--- src/rtl/tank_ctrl.sv ---
// Two-player tank game key controller.
// Turns PS2 key make/release events into per-player direction, fire and game state.
module tank_ctrl #(
  parameter int unsigned FIRE_COOLDOWN = 25000000,
  parameter int unsigned CNT_W         = 25
) (
  input  logic       clk_100mhz,
  input  logic       rst_n,
  input  logic [7:0] ascii,
  input  logic       press,
  output logic [2:0] p1_dir,
  output logic       p1_fire,
  output logic [2:0] p2_dir,
  output logic       p2_fire,
  output logic [1:0] game_state,
  output logic       start
);

  typedef enum logic [1:0] {
    IDLE  = 2'd0,
    RUN   = 2'd1,
    PAUSE = 2'd2
  } state_t;

  localparam logic [CNT_W-1:0] CD_LOAD = CNT_W'(FIRE_COOLDOWN);
  localparam logic [CNT_W-1:0] CD_ONE  = CNT_W'(1);

  localparam logic [7:0] K_ENTER = 8'h0D;
  localparam logic [7:0] K_BKSP  = 8'h08;
  localparam logic [7:0] K_PAUSE = 8'h70;
  localparam logic [7:0] K_W     = 8'h77;
  localparam logic [7:0] K_S     = 8'h73;
  localparam logic [7:0] K_A     = 8'h61;
  localparam logic [7:0] K_D     = 8'h64;
  localparam logic [7:0] K_SPACE = 8'h20;
  localparam logic [7:0] K_I     = 8'h69;
  localparam logic [7:0] K_K     = 8'h6B;
  localparam logic [7:0] K_J     = 8'h6A;
  localparam logic [7:0] K_L     = 8'h6C;
  localparam logic [7:0] K_ZERO  = 8'h30;

  state_t           state;
  logic             prev_press;
  logic [7:0]       prev_ascii;
  logic [CNT_W-1:0] cd1;
  logic [CNT_W-1:0] cd2;
  logic             make_ev;
  logic             rel_ev;
  logic [2:0]       p1_key;
  logic [2:0]       p2_key;

  assign game_state = state;

  // Held keys repeat identical codes; only a change counts as a new make.
  assign make_ev = press && (ascii != 8'h00) &&
                   ((press != prev_press) || (ascii != prev_ascii));
  assign rel_ev  = !press && prev_press;

  always_comb begin
    p1_key = 3'd0;
    p2_key = 3'd0;
    unique case (1'b1)
      (ascii == K_W): p1_key = 3'd1;
      (ascii == K_S): p1_key = 3'd2;
      (ascii == K_A): p1_key = 3'd3;
      (ascii == K_D): p1_key = 3'd4;
      (ascii == K_I): p2_key = 3'd1;
      (ascii == K_K): p2_key = 3'd2;
      (ascii == K_J): p2_key = 3'd3;
      (ascii == K_L): p2_key = 3'd4;
      default: ;
    endcase
  end

  always_ff @(posedge clk_100mhz or negedge rst_n) begin
    if (!rst_n) begin
      state      <= IDLE;
      prev_press <= 1'b0;
      prev_ascii <= 8'h00;
      cd1        <= '0;
      cd2        <= '0;
      p1_dir     <= 3'd0;
      p2_dir     <= 3'd0;
      p1_fire    <= 1'b0;
      p2_fire    <= 1'b0;
      start      <= 1'b0;
    end else begin
      prev_press <= press;
      prev_ascii <= ascii;
      p1_fire    <= 1'b0;
      p2_fire    <= 1'b0;
      start      <= 1'b0;
      if (cd1 != '0) cd1 <= cd1 - CD_ONE;
      if (cd2 != '0) cd2 <= cd2 - CD_ONE;
      if (make_ev) begin
        unique case (state)
          IDLE: begin
            if (ascii == K_ENTER) begin
              state <= RUN;
              start <= 1'b1;
            end
          end
          RUN: begin
            if (ascii == K_PAUSE) begin
              state  <= PAUSE;
              p1_dir <= 3'd0;
              p2_dir <= 3'd0;
            end else if (ascii == K_BKSP) begin
              state  <= IDLE;
              p1_dir <= 3'd0;
              p2_dir <= 3'd0;
              cd1    <= '0;
              cd2    <= '0;
            end else begin
              if (p1_key != 3'd0) p1_dir <= p1_key;
              if (p2_key != 3'd0) p2_dir <= p2_key;
              if ((ascii == K_SPACE) && (cd1 == '0)) begin
                p1_fire <= 1'b1;
                cd1     <= CD_LOAD;
              end
              if ((ascii == K_ZERO) && (cd2 == '0)) begin
                p2_fire <= 1'b1;
                cd2     <= CD_LOAD;
              end
            end
          end
          PAUSE: begin
            if (ascii == K_PAUSE) begin
              state <= RUN;
            end else if (ascii == K_BKSP) begin
              state <= IDLE;
              cd1   <= '0;
              cd2   <= '0;
            end
          end
          default: state <= IDLE;
        endcase
      end else if (rel_ev) begin
        p1_dir <= 3'd0;
        p2_dir <= 3'd0;
      end
    end
  end

endmodule

--- config.mk ---
export PLATFORM = sky130hd
export DESIGN_NAME = tank_ctrl
export DESIGN_NICKNAME = d
export VERILOG_FILES = /design/src/rtl/tank_ctrl.sv
export SDC_FILE = /design/constraint.sdc
export NUM_CORES = 1
export LEC_CHECK = 0
export CAP_MARGIN = 40
export CORE_ASPECT_RATIO = 0.9
export CORE_MARGIN = 3
export CORE_UTILIZATION = 54
export CTS_CLUSTER_DIAMETER = 120
export CTS_CLUSTER_SIZE = 12
export DETAILED_ROUTE_END_ITERATION = 8
export PLACE_DENSITY_LB_ADDON = 0.08
export RECOVER_POWER = 100
export SETUP_SLACK_MARGIN = 0.2
export SLEW_MARGIN = 20
export SYNTH_ARGS = -nofsm -noshare
export SYNTH_HDL_FRONTEND = slang
export SYNTH_SLANG_ARGS = --single-unit
--- constraint.sdc ---
create_clock -name clk_100mhz -period 2.47 [get_ports clk_100mhz]
set_clock_uncertainty 0.05 [all_clocks]
set_input_delay 0.3705 -clock clk_100mhz [delete_from_list [all_inputs] [get_ports clk_100mhz]]
set_output_delay 0.3705 -clock clk_100mhz [all_outputs]
set_load 0.03 [all_outputs]
==> impl_metrics.ini, run 1 <==
[layout]
num_antenna_cells = 0
drive_gt1_frac = 0.278
nets = 510
nFillCells = 488
synthToLayoutAreaGrowth_pct = 32.1
regArea_um2 = 1750
utilization = 0.751
multiInputGateArea_um2 = 2040

[routing]
drt_iter0_markers = 105
drc = 0
drt-pass1-iter-count = 5
wirelength_mm = 8.78
vias_per_cell = 5.48
wl_per_cell_um = 15.0
final_antenna_net_count = 0
vias = 3214

[die]
num_io_pins = 22
core_um2 = 6690
die_h_um = 85.6
die-area_um2 = 8090
fp-row-count = 28
initial_utilization = 0.568
die_w_um = 94.5

[worst_setup_path]
crit_type = reg -> reg
reg2regPathDepth = 7
start_kind = flip-flop
cp.required_ns = 2.70
cp.arrival_ns = 2.82
critPathCaptureType = flip-flop
path_max_fanout = 7

[clock_network]
h-tree-depth = 3
cts_tree = done
cts.path.max_buffers = 2
cts.root.buffer_cell = clkbuf_8
clk_latency_ns = 0.35
cts.sinks = 70
path_clk_slew_ns = 0.08
cts_buffers = 9

[global_routing]
grt_pass1_wl_mm = 15.1
grt_max_degree = 71
gr-usage-all-layers = 0.237
grt_pass1_vias = 3246
antenna_found_initial = 0
overflow = 0

[power_and_ir_drop]
p_int_uw = 3420
pwr-share-clk = 0.182
net-switching-power_uw = 2240
p_per_area_nw_per_um2 = 1130
ir_drop_uv = 732
switching_share = 0.396
combPwrFrac = 0.509
pwr-share-seq = 0.309
p_leak_uw = 0.00236

[synthesis]
ys_seq_area_frac = 0.461
synthCells = 389
synth_area_leader_cell = dfrtp_1
ys_top_cells_by_area = dfrtp_1, xnor2_1, nor2_1
syn-mean-instance-area_um2 = 9.77
yosys-top-cells-count = dfrtp_1, nor2_1, xnor2_1
async_flop_share = 1.00
synth.distinct_cells = 53
ys_ff_latch = 70
yosysMostFrequentCell = dfrtp_1
syn_area_um2 = 3800
synth_top_area_frac = 0.461
synth_ff_type = dfrtp_1
synth_edf_count = 0
synthesis.nets = 407
yosysWarningCount = 0

[placement]
hpwl_mm = 6.00
place_ws_ns = -0.197
portBuffers = 21
gp_congestion = 0.866

[worst_hold_path]
hold_depth = 1
hold_class = reg -> reg

[sta]
fmax_mhz = 386
fin_ws_ns = -0.123
finalHoldViolations = 0
maxSlewHeadroom = -0.129
max_slew.worst_pin.slew_ns = 1.69
setup_viol = 24
finalCriticalPeriod_ns = 2.59
slew_viol_final = 71
rsz0062_at_grt = true
fin_crit_sh = 1.05

[status]
failed_checks = max-capacitance violations, max-slew violations, negative setup slack
status = complete, but fails checks

[job]
max_cap_violations = 1
[kinds of logic after synthesis]
family | after synthesis | share of synthesized area
multiplexers | 7 | 0.0197
AND/OR/NAND/NOR | 168 | 0.251
adder cells (fa/ha/maj) | 7 | 0.0230
buffers and inverters | 28 | 0.0313
flip-flops | 70 | 0.461
AO/OA/AOI/OAI | 61 | 0.104
XOR/XNOR | 48 | 0.111
[what timing repair did]
item / CTS / global route
buffers inserted: 4 / 7
resized for setup: 5 / 16
cloned: 0 / 1
pin swaps: 2 / 1
hold buffers: 1 / 0
setup endpoints to repair: 38 / 43
endpoints found under the hold margin: 23 / 0
[critical path, stage by stage, from the launching register on]
cell and delay, ns:
dfrtp_1 0.39, or4_4 0.53, or4_4 0.61, nor2_8 0.12, nand4_4 0.12, or4_4 0.49
buf_12 0.17, o21ai_2 0.05
[stage by stage]
stage | cells | hold WS [ns] | instance area (µm²) | total power, µW | TNS [ns]
6_report | 587 | 0.460 | 5020 | 5670 | -1.72
3_3_place_gp | 557 | 0.372 | 4670 | 4320 | -3.83
2_1_floorplan | 389 | 0.0249 | 3850 | 3430 | -1.98
4_1_cts | 579 | 0.473 | 4950 | 5530 | -1.23
3_5_place_dp | 558 | 0.380 | 4680 | 4410 | -5.98
5_1_grt | 587 | 0.494 | 5020 | 6100 | -5.32
[power groups by stage]
| stage | sequential, µW | clock [µW] | combinational, µW |
|---|---|---|---|
| floorplan | 1740 | 0 | 1690 |
| global placement | 1750 | 0 | 2570 |
| detailed placement | 1760 | 0 | 2650 |
| CTS | 1740 | 1060 | 2730 |
| global route | 1800 | 1110 | 3190 |
| finish | 1750 | 1030 | 2880 |
[worst paths after layout]
path                                  end  slack, ns      start
worst max-delay path              cd2[18]      -0.12     cd2[8]
worst min-delay path            p1_dir[2]       0.46  p1_dir[2]
worst max register to register    cd2[18]      -0.12     cd2[8]
worst min register to register  p1_dir[2]       0.46  p1_dir[2]
max in group asynchronous       p2_dir[1]       0.32      rst_n
min in group asynchronous          cd1[3]       1.04      rst_n
[flip-flops by register name, indices dropped and copies added, names as in the netlist]
name / cells
p2_fire: 1
cd1: 25
prev_press: 1
p1_fire: 1
p1_dir: 3
game_state: 2
p2_dir: 3
prev_ascii: 8
start: 1
cd2: 25
[cell usage in the layout, fill, tap and decap left out, types with 4 or more instances in the layout]
cell type and count:
dfrtp_1 70, buf_4 70, nor2_1 53, xnor2_1 26, xor2_1 22, nand2_1 17
dlygate4sd3_1 15, inv_1 12, nor4_1 12, a21oi_1 12, o21ai_1 12, nor3_1 11
o21ai_2 11, o21ai_0 10, clkbuf_8 9, nand3_1 8, or4_1 8, ha_1 7
clkbuf_1 7, or4_4 6, clkdlybuf4s50_1 6, nand4_1 5, nand3b_1 5, nand2b_1 4
or3_1 4, and3_1 4, mux2_2 4
[cell type report]
| cell class | count | share of cell area |
|---|---|---|
| Clock inverter | 7 | 0.0192 |
| Clock buffer | 9 | 0.0247 |
| Inverter | 13 | 0.00971 |
| Sequential cell | 70 | 0.349 |
| Tap cell | 90 | 0.0224 |
| Timing Repair Buffer | 106 | 0.170 |
| Multi-Input combinational cell | 292 | 0.406 |
[layer usage]
| metal | share of wire | GRT usage | wire length [µm] | vias up |
|---|---|---|---|---|
| li1 | - | - | - | 1575 |
| met1 | 0.47 | 0.316 | 4120 | 1584 |
| met2 | 0.49 | 0.389 | 4310 | 44 |
| met3 | 0.029 | 0.0570 | 252 | 11 |
| met4 | 0.013 | 0.0629 | 110 | 0 |
| met5 | 0 | 0 | 0 | - |
Power figures use the tool's default switching activity.
==> run 2: changes to the inputs <==
SKIP_LAST_GASP = 1   (was unset)
SLEW_MARGIN = unset   (was 20)
==> results of run 2 <==
Same layout as run 1: the final DEF is identical, and so are final timing and power.
